`src/rtl/fc2_pkg.sv`:
```
// Shared constants, FSM state type and output saturation for the FC2 MAC sequencer.
package fc2_pkg;

    localparam int unsigned N_IN      = 30;
    localparam int unsigned N_OUT     = 10;
    localparam int unsigned DW        = 16;
    localparam int unsigned ACCW      = 40;
    localparam int unsigned FRAC_BITS = 8;
    localparam int unsigned PW        = 2 * DW;
    localparam int unsigned C1W       = 4;
    localparam int unsigned C2W       = 5;

    // Saturation limits of a DW-bit signed result, held at accumulator width.
    localparam logic signed [ACCW-1:0] SAT_MAX = {{(ACCW-DW+1){1'b0}}, {(DW-1){1'b1}}};
    localparam logic signed [ACCW-1:0] SAT_MIN = {{(ACCW-DW+1){1'b1}}, {(DW-1){1'b0}}};

    typedef enum logic [1:0] {
        IDLE = 2'd0,
        RUN  = 2'd1,
        DONE = 2'd2
    } state_t;

    // Clamp an accumulator-width value into the signed 16-bit output range.
    function automatic logic signed [DW-1:0] sat16(input logic signed [ACCW-1:0] v);
        logic signed [DW-1:0] r;
        if (v > SAT_MAX) begin
            r = SAT_MAX[DW-1:0];
        end else if (v < SAT_MIN) begin
            r = SAT_MIN[DW-1:0];
        end else begin
            r = v[DW-1:0];
        end
        return r;
    endfunction

endpackage

```
`src/rtl/fc2_mac_datapath.sv`:
```
// Multiply-accumulate datapath: signed product, running sum, shift, saturate, result register.
module fc2_mac_datapath
    import fc2_pkg::*;
(
    input  logic                 clk,
    input  logic                 rst_n,
    input  logic                 clr,
    input  logic                 en,
    input  logic                 last,
    input  logic [C1W-1:0]       idx,
    input  logic signed [DW-1:0] act,
    input  logic signed [DW-1:0] weight,
    output logic                 out_valid,
    output logic [C1W-1:0]       out_idx,
    output logic signed [DW-1:0] out_data
);

    logic signed [PW-1:0]   prod_c;
    logic signed [ACCW-1:0] prod_ext_c;
    logic signed [ACCW-1:0] sum_c;
    logic signed [ACCW-1:0] acc;

    // Product of this cycle's activation and weight, folded into the running sum.
    always_comb begin
        prod_c     = PW'(act) * PW'(weight);
        prod_ext_c = ACCW'(prod_c);
        sum_c      = acc + prod_ext_c;
    end

    // Accumulator and result registers; the last term of a neuron emits and clears.
    always_ff @(posedge clk) begin
        if (!rst_n) begin
            acc       <= '0;
            out_valid <= 1'b0;
            out_idx   <= '0;
            out_data  <= '0;
        end else begin
            out_valid <= 1'b0;
            if (clr) begin
                acc <= '0;
            end else if (en) begin
                if (last) begin
                    acc       <= '0;
                    out_data  <= sat16(sum_c >>> FRAC_BITS);
                    out_idx   <= idx;
                    out_valid <= 1'b1;
                end else begin
                    acc <= sum_c;
                end
            end
        end
    end

endmodule

```
`src/rtl/fc2_mac_sequencer.sv`:
```
// FC2 weight-ROM initiator: walks 10 neurons x 30 inputs and emits one saturated result per neuron.
module fc2_mac_sequencer
    import fc2_pkg::*;
(
    input  logic                 clk,
    input  logic                 rst_n,
    input  logic                 start,
    input  logic                 hold,
    output logic [C1W-1:0]       count_1,
    output logic [C2W-1:0]       count_2,
    output logic                 flag_ful2,
    input  logic signed [DW-1:0] weight_ful2,
    input  logic signed [DW-1:0] act_data,
    output logic                 out_valid,
    output logic [C1W-1:0]       out_idx,
    output logic signed [DW-1:0] out_data,
    output logic                 busy,
    output logic                 done
);

    state_t state;
    logic   clr_c;
    logic   en_c;
    logic   last_c;

    // Datapath controls derived from the current state and counters.
    always_comb begin
        clr_c  = (state == IDLE) && start;
        en_c   = (state == RUN) && !hold;
        last_c = (count_2 == C2W'(N_IN));
    end

    // Sequencer FSM: counters, ROM enable and status flags.
    always_ff @(posedge clk) begin
        if (!rst_n) begin
            state     <= IDLE;
            count_1   <= '0;
            count_2   <= '0;
            flag_ful2 <= 1'b0;
            busy      <= 1'b0;
            done      <= 1'b0;
        end else begin
            case (state)
                IDLE: begin
                    flag_ful2 <= 1'b0;
                    done      <= 1'b0;
                    if (start) begin
                        state     <= RUN;
                        count_1   <= C1W'(1);
                        count_2   <= C2W'(1);
                        flag_ful2 <= 1'b1;
                        busy      <= 1'b1;
                    end
                end
                RUN: begin
                    if (!hold) begin
                        if (count_2 < C2W'(N_IN)) begin
                            count_2 <= count_2 + C2W'(1);
                        end else if (count_1 < C1W'(N_OUT)) begin
                            count_2 <= C2W'(1);
                            count_1 <= count_1 + C1W'(1);
                        end else begin
                            state     <= DONE;
                            flag_ful2 <= 1'b0;
                            count_1   <= '0;
                            count_2   <= '0;
                            done      <= 1'b1;
                        end
                    end
                end
                DONE: begin
                    state <= IDLE;
                    busy  <= 1'b0;
                    done  <= 1'b0;
                end
                default: begin
                    state     <= IDLE;
                    flag_ful2 <= 1'b0;
                    busy      <= 1'b0;
                    done      <= 1'b0;
                end
            endcase
        end
    end

    fc2_mac_datapath u_datapath (
        .clk       (clk),
        .rst_n     (rst_n),
        .clr       (clr_c),
        .en        (en_c),
        .last      (last_c),
        .idx       (count_1),
        .act       (act_data),
        .weight    (weight_ful2),
        .out_valid (out_valid),
        .out_idx   (out_idx),
        .out_data  (out_data)
    );

endmodule

```
`config.mk`:
```
export PLATFORM = sky130hd
export DESIGN_NAME = fc2_mac_sequencer
export DESIGN_NICKNAME = d
export VERILOG_FILES = /design/src/rtl/fc2_pkg.sv /design/src/rtl/fc2_mac_datapath.sv /design/src/rtl/fc2_mac_sequencer.sv
export SDC_FILE = /design/constraint.sdc
export NUM_CORES = 1
export LEC_CHECK = 0
export ABC_AREA = 1
export CORE_AREA = 5 5 168 170
export DETAILED_ROUTE_END_ITERATION = 10
export DIE_AREA = 0 0 173 175
export GPL_ROUTABILITY_DRIVEN = 0
export PLACE_DENSITY = 0.84
export SYNTH_ARGS = -nofsm -noshare
export SYNTH_HDL_FRONTEND = slang
export SYNTH_SLANG_ARGS = --single-unit
```
`constraint.sdc`:
```
create_clock -name clk -period 27.4 [get_ports clk]
set_clock_uncertainty 0.15 [all_clocks]
set_input_delay 8.22 -clock clk [delete_from_list [all_inputs] [get_ports clk]]
set_output_delay 8.22 -clock clk [all_outputs]
set_load 0.05 [all_outputs]
```
# After elaboration in Yosys (flattened, before gate mapping)
# Cells that the tools add are included.
[op_classes] add_sub_neg=3 mul=1 order_cmp=4 eq_ne=7 mux=26 bitwise=8 n_reduce_logical=15
[ops] op="40-bit by 32-bit adder with 40-bit output" count=1
[ops] op="40-bit two-way mux" count=1
[ops] op="32-bit by 16-bit > comparator with 1-bit output (second input constant)" count=1
[ops] op="32-bit by 16-bit less-than comparator with 1-bit output (second input constant)" count=1
[ops] op="16-bit by 16-bit multiplier with 32-bit output" count=1
[ops] op="16-bit two-way mux" count=2
[ops] op="4-bit two-way mux" count=4
[ops] op="5-bit two-way mux" count=3
[ops] op="4-bit AND reduction" count=3
[ops] op="5-bit case mux with 2 select lines" count=1
[ops] op="3-bit AND reduction" count=3
[ops] op="2-bit two-way mux" count=4
[ops] op="2-bit != test (second input constant)" count=4
[ops] op="1-bit NOT" count=8
[ops] op="4-bit case mux with 2 select lines" count=1
[ops] op="1-bit two-way mux" count=7
[ops] op="5-bit by 1-bit adder with 5-bit output (second input constant)" count=1
[ops] op="5-bit == test (second input constant)" count=1
[ops] op="5-bit less-than comparator (second input constant)" count=1
[ops] op="4-bit by 1-bit adder with 4-bit output (second input constant)" count=1
[ops] op="4-bit less-than comparator (second input constant)" count=1
[ops] op="2-bit case mux with 2 select lines" count=1
[ops] op="2-bit AND reduction" count=2
[ops] op="1-bit case mux with 3 select lines" count=1
[ops] op="other kinds (9)" count=10
[word_totals] ff_bits=75 input_bits=36 out_inout_bits=33 wordCells=74

# Longest topological paths before layout
# Gate-level depths: netlist (run 1).
[logic_depth] depth_word=5 mapped_depth=36 ltp_nobuf=33

# Hierarchy
# Synthesis (run 1) repeated with hierarchy kept, for this count alone.
[hier_totals] cells_unflattened=2308 area_unflattened_um2=16976.3
[modules_own_cells] mod="fc2_mac_datapath" n_inst=1 cells_per_inst=2199 area_each_um2=16220.6 seq_area_each_um2=1221.2
[modules_own_cells] mod="fc2_mac_sequencer" n_inst=1 cells_per_inst=109 area_each_um2=755.7 seq_area_each_um2=280.3

# Worst setup path after synthesis (run 1)
# Ideal clock, no wire load.
[synth_timing] path_kind="input to register" start="input port weight_ful2[5]" end="register u_datapath.out_data[10]" setup_time_ns=0.122 arrival_time_ns=14.196 required_time_ns=27.128 setup_slack_ns=12.932 stages=29 n_path_buf=3 cell_sequence="clkbuf_1 > clkbuf_1 > nand2_1 > fa_1 > inv_1 > fa_1 > inv_1 > fa_1 > fa_1 > inv_1 > fa_1 > inv_1 > fa_1 > inv_1 > ha_1 > nand2_1 > nor3_1 > nand2_1 > nor2_1 > o21ai_0 > nand3_1 > nand2_1 > nand2_1 > inv_1 > nor2_2 > nand3_2 > a21oi_4 > buf_6 > a21oi_2"
[synth_between] elab_chain_len=5 elab_cells_between_ends=6 classes_between="add/sub (1); mul (1); order compare (2); mux (2)"
[synth_lines] element="from (decl)" line_no="fc2_mac_sequencer.sv:12" text="input logic signed [DW-1:0] weight_ful2,"
[synth_lines] element="16-bit by 16-bit multiplier with 32-bit output (*)" line_no="fc2_mac_datapath.sv:25" text="prod_c = PW'(act) * PW'(weight);"
[synth_lines] element="40-bit by 32-bit adder with 40-bit output (*)" line_no="fc2_mac_datapath.sv:27" text="sum_c = acc + prod_ext_c;"
[synth_lines] element="32-bit by 16-bit less-than comparator with 1-bit output" line_no="fc2_pkg.sv:28" text="end else if (v < SAT_MIN) begin"
[synth_lines] element="16-bit two-way mux" line_no="fc2_pkg.sv:28"
[synth_lines] element="16-bit two-way mux (*)" line_no="fc2_pkg.sv:26" text="if (v > SAT_MAX) begin"
[synth_lines] element="to (signal assigned)" line_no="fc2_mac_datapath.sv:44" text="out_data <= sat16(sum_c >>> FRAC_BITS);"
[synth_lines] element="to (decl)" line_no="fc2_mac_datapath.sv:15" text="output logic signed [DW-1:0] out_data"
# Every way passes the cells marked *; elsewhere a longest branch is shown, timed or not.
# A chain may end at the register's enable or synchronous reset.

# Worst setup path in the final report (run 1)
[layout_timing] start="input port weight_ful2[1]" end="register u_datapath.out_data[0]"
# Same word-level chain as after synthesis.

==> impl_metrics.sql, run 1 <==
INSERT INTO impl_metrics (metric_group, metric, value, unit) VALUES
('run_status', 'outcome', 'complete, no violations', ''),
('worst_setup_path', 'crit_type', 'primary input to flop', ''),
('clock_network', 'clk_root_buffer_cell', 'sky130_fd_sc_hd__clkbuf_16', ''),
('yosys', 'fraction_of_registers_with_async_set_reset', '0', '%'),
('yosys', 'syn_nets', '2739', ''),
('floorplanning', 'std_cell_core_area', '0.02658', 'mm2'),
('cells_and_area', 'area_growth_from_synthesis_to_layout', '6.986', '%'),
('worst_setup_path', 'worstSetupEndpointType', 'flop', ''),
('clock_network', 'cts_htree_levels', '3', ''),
('global_routing', 'grtUsageTotal', '28.32', '%'),
('hold_path', 'hold_path_stages', '2', ''),
('yosys', 'synth_largest_type_area_fraction', '39.20', '%'),
('clock_network', 'post_cts_hold_buffer_count', '0', ''),
('worst_setup_path', 'worst_r2r_path_depth', '23', ''),
('yosys', 'synth_most_common_cell', 'sky130_fd_sc_hd__inv_1', ''),
('timing', 'hold_slack', '318.4', 'ps'),
('floorplanning', 'pin_count', '69', ''),
('timing', 'grt_setup_unrepaired', 'no', ''),
('placement', 'detailedPlacementHpwl', '34580', 'um'),
('timing', 'setup_viol', '0', ''),
('clock_network', 'clk-insertion-delay-late', '350', 'ps'),
('cells_and_area', 'multiInputGateArea', '0.01249', 'mm2'),
('timing', 'hold_viol', '0', ''),
('route', 'detail_route.wl_per_cell', '15.80', 'um'),
('worst_setup_path', 'kind_of_start_point_of_the_critical_path', 'primary input', ''),
('clock_network', 'cts_num_sinks', '75', ''),
('timing', 'worst-slew-pin-transition', '1142', 'ps'),
('timing', 'relSlewSlack', '23.88', '%'),
('clock_network', 'ctsLongestPathBuffers', '2', ''),
('worst_setup_path', 'worst-endpoint-arrival', '15970', 'ps'),
('hold_path', 'hold_path_class', 'flop to flop', ''),
('floorplanning', 'die_h', '175', 'um'),
('cells_and_area', 'layout-drive-gt1-share', '5.382', '%'),
('route', 'total_wire_length_after_detailed_routing', '41220', 'um'),
('route', 'drc', '0', ''),
('global_routing', 'first_global_vias', '14480', ''),
('yosys', 'syn-mean-instance-area', '7.474', 'um2'),
('floorplanning', 'row_count', '60', ''),
('clock_network', 'cts-buffers-inserted', '9', ''),
('yosys', 'synth_top_area_cell', 'sky130_fd_sc_hd__fa_1', ''),
('cells_and_area', 'final_core_utilization', '67.85', '%'),
('yosys', 'synth.yosys.warnings', '0', ''),
('global_routing', 'grt_start_max_net_pins', '43', ''),
('floorplanning', 'fp.dieW', '173', 'um'),
('timing', 'number_of_pins_exceeding_their_max_slew_limit_in_the_final_report', '0', ''),
('worst_setup_path', 'cp_max_fo', '16', ''),
('global_routing', 'antenna_found_initial', '0', ''),
('global_routing', 'grt_first_pass_wirelength', '70440', 'um'),
('route', 'detail-route-antenna-nets', '0', ''),
('yosys', 'netlist_instances', '2255', ''),
('floorplanning', 'floorplan.initialDensity', '63.42', '%'),
('route', 'detail_route.iter0.violations', '1180', ''),
('run', 'maxCapViolCount', '0', ''),
('global_routing', 'grt_remaining_overflow', '0', ''),
('clock_network', 'post_cts.resized_instances', '0', ''),
('cells_and_area', 'antenna_cells', '0', ''),
('yosys', 'ys_dominant_reg_cell', 'sky130_fd_sc_hd__dfxtp_1', ''),
('route', 'via_per_inst', '5.323', ''),
('route', 'firstDrtPassIters', '6', ''),
('route', 'dr_total_vias', '13880', ''),
('yosys', 'mappedNetlistArea', '0.01685', 'mm2'),
('placement', 'place.port_buffers', '68', ''),
('timing', 'accumulated_negative_setup_slack', '0', 'ps'),
('yosys', 'synth_area_leaders', 'sky130_fd_sc_hd__fa_1 (39%), sky130_fd_sc_hd__inv_1 (15%), sky130_fd_sc_hd__nand2_1 (13%)', ''),
('yosys', 'yosys.cell_types.count', '39', ''),
('yosys', 'synth_edf_count', '0', ''),
('cells_and_area', 'fillerInstances', '2037', ''),
('cells_and_area', 'final_nets', '2747', ''),
('yosys', 'synth_sequential_area_ratio', '8.909', '%'),
('floorplanning', 'area_enclosed_by_the_die_boundary', '0.03028', 'mm2'),
('clock_network', 'path_clk_slew', '60', 'ps'),
('yosys', 'ys_ff_latch', '75', ''),
('timing', 'final.period_utilization', '58.13', '%'),
('yosys', 'synth_common_cells', 'sky130_fd_sc_hd__inv_1 (660), sky130_fd_sc_hd__nand2_1 (592), sky130_fd_sc_hd__fa_1 (330)', ''),
('timing', 'period_minus_slack', '15930', 'ps'),
('clock_network', 'post-cts-setup-buffer-count', '0', ''),
('worst_setup_path', 'cp_data_required_time', '27440', 'ps'),
('cells_and_area', 'layout.area.seq', '0.001501', 'mm2'),
('timing', 'timing.fmax', '62.78', 'MHz'),
('clock_network', 'tritoncts', 'yes', '');
## per-stage QoR
| stage | std cells | worst slack (ps) | instance area [um2] |
|---|---|---|---|
| after floorplan | 2255 | 12930 | 16850 |
| after global placement | 2593 | 11570 | 17710 |
| after detailed placement | 2593 | 11360 | 17710 |
| after CTS | 2608 | 11610 | 18030 |
| after global routing | 2608 | 11160 | 18030 |
| final | 2608 | 11470 | 18030 |
## final cells by class
cell class / instances / area share [%]
Sequential cell: 75 / 8.327
Tap cell: 341 / 2.366
Timing Repair Buffer: 76 / 4.108
Clock inverter: 4 / 0.4094
Inverter: 680 / 14.16
Clock buffer: 11 / 1.346
Multi-Input combinational cell: 1421 / 69.29
## cells in the final DEF, fill, tap and decap left out, types with 6 or more instances in the layout
cell | netlist | final
sky130_fd_sc_hd__a21oi_1 | 75 | 75
sky130_fd_sc_hd__a21oi_2 | 12 | 12
sky130_fd_sc_hd__buf_4 | 0 | 8
sky130_fd_sc_hd__clkbuf_16 | 0 | 9
sky130_fd_sc_hd__clkdlybuf4s50_1 | 0 | 68
sky130_fd_sc_hd__dfxtp_1 | 75 | 75
sky130_fd_sc_hd__fa_1 | 330 | 330
sky130_fd_sc_hd__ha_1 | 118 | 118
sky130_fd_sc_hd__inv_1 | 660 | 660
sky130_fd_sc_hd__inv_2 | 17 | 17
sky130_fd_sc_hd__nand2_1 | 592 | 592
sky130_fd_sc_hd__nand2_2 | 33 | 33
sky130_fd_sc_hd__nand3_1 | 48 | 48
sky130_fd_sc_hd__nand3_2 | 8 | 8
sky130_fd_sc_hd__nand4_1 | 11 | 11
sky130_fd_sc_hd__nor2_1 | 81 | 81
sky130_fd_sc_hd__nor2_2 | 13 | 13
sky130_fd_sc_hd__nor3_1 | 6 | 6
sky130_fd_sc_hd__o21ai_0 | 39 | 39
sky130_fd_sc_hd__xnor2_1 | 9 | 9
sky130_fd_sc_hd__xor2_1 | 18 | 18
## worst max-delay path, cell delays in order
cell and delay [ps]:
sky130_fd_sc_hd__clkdlybuf4s50_1 770, sky130_fd_sc_hd__nand2_1 330, sky130_fd_sc_hd__inv_1 90, sky130_fd_sc_hd__fa_1 740, sky130_fd_sc_hd__fa_1 450, sky130_fd_sc_hd__inv_1 340
sky130_fd_sc_hd__fa_1 650, sky130_fd_sc_hd__fa_1 760, sky130_fd_sc_hd__inv_1 140, sky130_fd_sc_hd__fa_1 500, sky130_fd_sc_hd__inv_1 60, sky130_fd_sc_hd__fa_1 480
sky130_fd_sc_hd__inv_1 50, sky130_fd_sc_hd__ha_1 370, sky130_fd_sc_hd__nand2_1 120, sky130_fd_sc_hd__nor2_1 240, sky130_fd_sc_hd__nand2_1 100, sky130_fd_sc_hd__nor3_1 140
sky130_fd_sc_hd__nand2_1 120, sky130_fd_sc_hd__nand2_1 90, sky130_fd_sc_hd__nand2_1 50, sky130_fd_sc_hd__nand2_1 110, sky130_fd_sc_hd__inv_1 90, sky130_fd_sc_hd__nor2_2 120
sky130_fd_sc_hd__nand3_2 110, sky130_fd_sc_hd__a21oi_4 550, sky130_fd_sc_hd__a21oi_1 130
## state kept, by name, indices dropped and copies added, names as in the netlist
register / flops
u_datapath.out_idx: 4
flag_ful2: 1
u_datapath.out_valid: 1
u_datapath.out_data: 16
count_1: 4
count_2: 5
state: 2
u_datapath.acc: 40
busy: 1
done: 1
## path summary, 6_finish.rpt
path              slack [ps]               start                      to
hold / removal           320                busy                    busy
hold reg to reg          320                busy                    busy
setup reg to reg       21410  u_datapath.acc[15]  u_datapath.out_data[0]
setup / recovery       11470      weight_ful2[1]  u_datapath.out_data[0]
## per-layer routing
metal  global-route usage (%)  up-vias  wire length [um]
li1                         -     6410                 -
met5                        0        -                 0
met4                    10.48        0              1525
met3                    3.570      135              2927
met1                    37.36     6665             16570
met2                    48.40      672             20190
## kinds of logic after synthesis
logic type / Yosys count / synth area share (%)
and+or+nand+nor: 810 / 20.11
buffers and inverters: 759 / 17.05
adders and majority gates: 448 / 47.96
AOI/OAI and AO/OA: 135 / 4.469
DFF: 75 / 8.909
xor gates and xnor gates: 28 / 1.500
Power of run 1 is left out: the tool's default activity adds up to more than one toggle a clock period on the data nets, which glitch-free logic cannot reach.
==> run 2, diff against run 1 <==
Settings changed: CORE_AREA 5 5 168 170 to 5 5 169 171, DIE_AREA 0 0 173 175 to 0 0 174 176, PLACE_DENSITY 0.84 to 0.83.
Clock period 27.4 ns to 14.7 ns, I/O delays scaled along.
==> run 2 against run 1 <==
Global-route usage rose by 0.16 points. Sequential share of layout area barely moved. Critical path depth did not move. Flip-flop and latch count did not move. Core utilization fell by 0.45 points. Critical path type unchanged.
==> impl_metrics.sql, run 2 (synthesized netlist as in run 1, its figures left out) <==
INSERT INTO impl_metrics (metric_group, metric, value, unit) VALUES
('worst_setup_path', 'worst_r2r_path_depth', '23', ''),
('placement', 'placement.setup.worst_slack', '2482', 'ps'),
('timing', 'period_minus_slack', '12030', 'ps'),
('clock_network', 'cts-buffers-inserted', '9', ''),
('hold_path', 'hold_path_class', 'flop to flop', ''),
('hold_path', 'hold_path_startpoint', 'u_datapath.acc[15]', ''),
('hold_path', 'hold-path-endpoint', 'u_datapath.acc[15]', ''),
('floorplanning', 'fp.dieW', '174', 'um'),
('run', 'maxCapViolCount', '0', ''),
('floorplanning', 'die_h', '176', 'um'),
('hold_path', 'hold_path_stages', '2', ''),
('timing', 'grt_setup_unrepaired', 'no', ''),
('worst_setup_path', 'kind_of_start_point_of_the_critical_path', 'primary input', ''),
('floorplanning', 'row_count', '60', ''),
('timing', 'hold_viol', '0', ''),
('worst_setup_path', 'cp_max_fo', '16', ''),
('clock_network', 'cts_num_sinks', '75', ''),
('worst_setup_path', 'ff2ff_setup_slack', '8740', 'ps'),
('cells_and_area', 'final_nets', '2746', ''),
('global_routing', 'grtUsageTotal', '28.49', '%'),
('placement', 'place.port_buffers', '68', ''),
('route', 'detail_route.wl_per_cell', '15.85', 'um'),
('cells_and_area', 'largestRegisters', 'u_datapath.acc x40, u_datapath.out_data x16, count_2 x5', ''),
('run_status', 'outcome', 'complete, no violations', ''),
('worst_setup_path', 'worstSetupEndpointType', 'flop', ''),
('timing', 'timing.fmax', '83.15', 'MHz'),
('timing', 'worst-slew-pin-transition', '1168', 'ps'),
('cells_and_area', 'largest_register', 'u_datapath.acc', ''),
('timing', 'finalWorstSetupSlack', '2673', 'ps'),
('route', 'firstDrtPassIters', '6', ''),
('worst_setup_path', 'worst-endpoint-arrival', '12080', 'ps'),
('worst_setup_path', 'cp_data_required_time', '14750', 'ps'),
('global_routing', 'grt_start_max_net_pins', '43', ''),
('cells_and_area', 'area_growth_from_synthesis_to_layout', '6.875', '%'),
('worst_setup_path', 'crit-reg2reg-launch', 'u_datapath.acc[15]', ''),
('placement', 'detailedPlacementHpwl', '35090', 'um'),
('global_routing', 'grt_first_pass_wirelength', '71620', 'um'),
('clock_network', 'post-cts-setup-buffer-count', '0', ''),
('global_routing', 'grt_remaining_overflow', '0', ''),
('cells_and_area', 'largest_register_ffs', '40', ''),
('timing', 'number_of_pins_exceeding_their_max_slew_limit_in_the_final_report', '0', ''),
('timing', 'final.period_utilization', '81.81', '%'),
('floorplanning', 'area_enclosed_by_the_die_boundary', '0.03062', 'mm2'),
('floorplanning', 'floorplan.initialDensity', '63.06', '%'),
('cells_and_area', 'layout_commonest_cell', 'sky130_fd_sc_hd__inv_1', ''),
('clock_network', 'cts_htree_levels', '3', ''),
('timing', 'hold_slack', '314.4', 'ps'),
('route', 'via_per_inst', '5.307', ''),
('cells_and_area', 'layout_common_cells', 'sky130_fd_sc_hd__inv_1 (660), sky130_fd_sc_hd__nand2_1 (592), sky130_fd_sc_hd__fa_1 (330)', ''),
('route', 'detail_route.iter0.violations', '1104', ''),
('worst_setup_path', 'cp_slowest_cell', 'sky130_fd_sc_hd__fa_1', ''),
('route', 'dr_total_vias', '13830', ''),
('cells_and_area', 'layout-drive-gt1-share', '5.298', '%'),
('timing', 'accumulated_negative_setup_slack', '0', 'ps'),
('cells_and_area', 'antenna_cells', '0', ''),
('floorplanning', 'pin_count', '69', ''),
('timing', 'setup_viol', '0', ''),
('worst_setup_path', 'crit_type', 'primary input to flop', ''),
('worst_setup_path', 'worst_r2r_endpoint', 'u_datapath.out_data[0]', ''),
('clock_network', 'ctsLongestPathBuffers', '2', ''),
('clock_network', 'path_clk_slew', '70', 'ps'),
('worst_setup_path', 'max_stage_delay', '770', 'ps'),
('route', 'detail-route-antenna-nets', '0', ''),
('clock_network', 'post_cts.resized_instances', '0', ''),
('global_routing', 'antenna_found_initial', '1', ''),
('route', 'drc', '0', ''),
('worst_setup_path', 'library_cell_appearing_most_often_on_the_critical_path', 'sky130_fd_sc_hd__inv_1', ''),
('floorplanning', 'std_cell_core_area', '0.02673', 'mm2'),
('worst_setup_path', 'largest_delay_share_family_worst_path', 'adder cells', ''),
('clock_network', 'clk_root_buffer_cell', 'sky130_fd_sc_hd__clkbuf_16', ''),
('route', 'total_wire_length_after_detailed_routing', '41310', 'um'),
('clock_network', 'tritoncts', 'yes', ''),
('worst_setup_path', 'timing.critical_path.buf_inv', '8', ''),
('clock_network', 'clk-insertion-delay-late', '340', 'ps'),
('global_routing', 'first_global_vias', '14830', ''),
('clock_network', 'post_cts_hold_buffer_count', '0', ''),
('timing', 'relSlewSlack', '22.16', '%');
## run 2: layout make-up
| class | count | area (um2) |
|---|---|---|
| Clock buffer | 10 | 229.0 |
| Inverter | 680 | 2552 |
| Clock inverter | 4 | 76.32 |
| Sequential cell | 75 | 1501 |
| Tap cell | 341 | 426.7 |
| Multi-Input combinational cell | 1421 | 12490 |
| Fill cell | 2145 | 8713 |
| Timing Repair Buffer | 75 | 733.2 |
## run 2: metal layers
| layer | vias up | global-route usage, % | wire length, um |
|---|---|---|---|
| li1 | 6400 | - | - |
| met1 | 6645 | 37.27 | 16330 |
| met2 | 635 | 48.56 | 20190 |
| met3 | 149 | 4.582 | 3206 |
| met4 | 2 | 10.10 | 1577 |
| met5 | - | 0 | 13 |
## run 2: stage by stage
stage,utilization (%),area [um2],instances
floorplan,-,16850,2255
global placement,66.25,17710,2592
detailed placement,66.25,17710,2592
CTS,67.40,18010,2606
global route,67.40,18010,2606
finish,67.40,18010,2606
## run 2: worst max-delay path by stage
stage | from | to | slack [ps] | cells after the start
finish | weight_ful2[1] | u_datapath.out_data[0] | 2670 | 27
global route | weight_ful2[1] | u_datapath.out_data[1] | 2180 | 26
CTS | weight_ful2[1] | u_datapath.out_data[1] | 2760 | 27
detailed placement | weight_ful2[1] | u_datapath.out_data[1] | 2480 | 27
global placement | weight_ful2[1] | u_datapath.out_data[0] | 2700 | 27
floorplan | weight_ful2[5] | u_datapath.out_data[10] | 4040 | 29
## run 2: tightest hold or removal path, stage by stage, from the launching register on
cell                      delay [ps]
sky130_fd_sc_hd__dfxtp_1         310
sky130_fd_sc_hd__nand2_1          60
sky130_fd_sc_hd__a21oi_1          50
Power of run 2 is left out for the same reason.
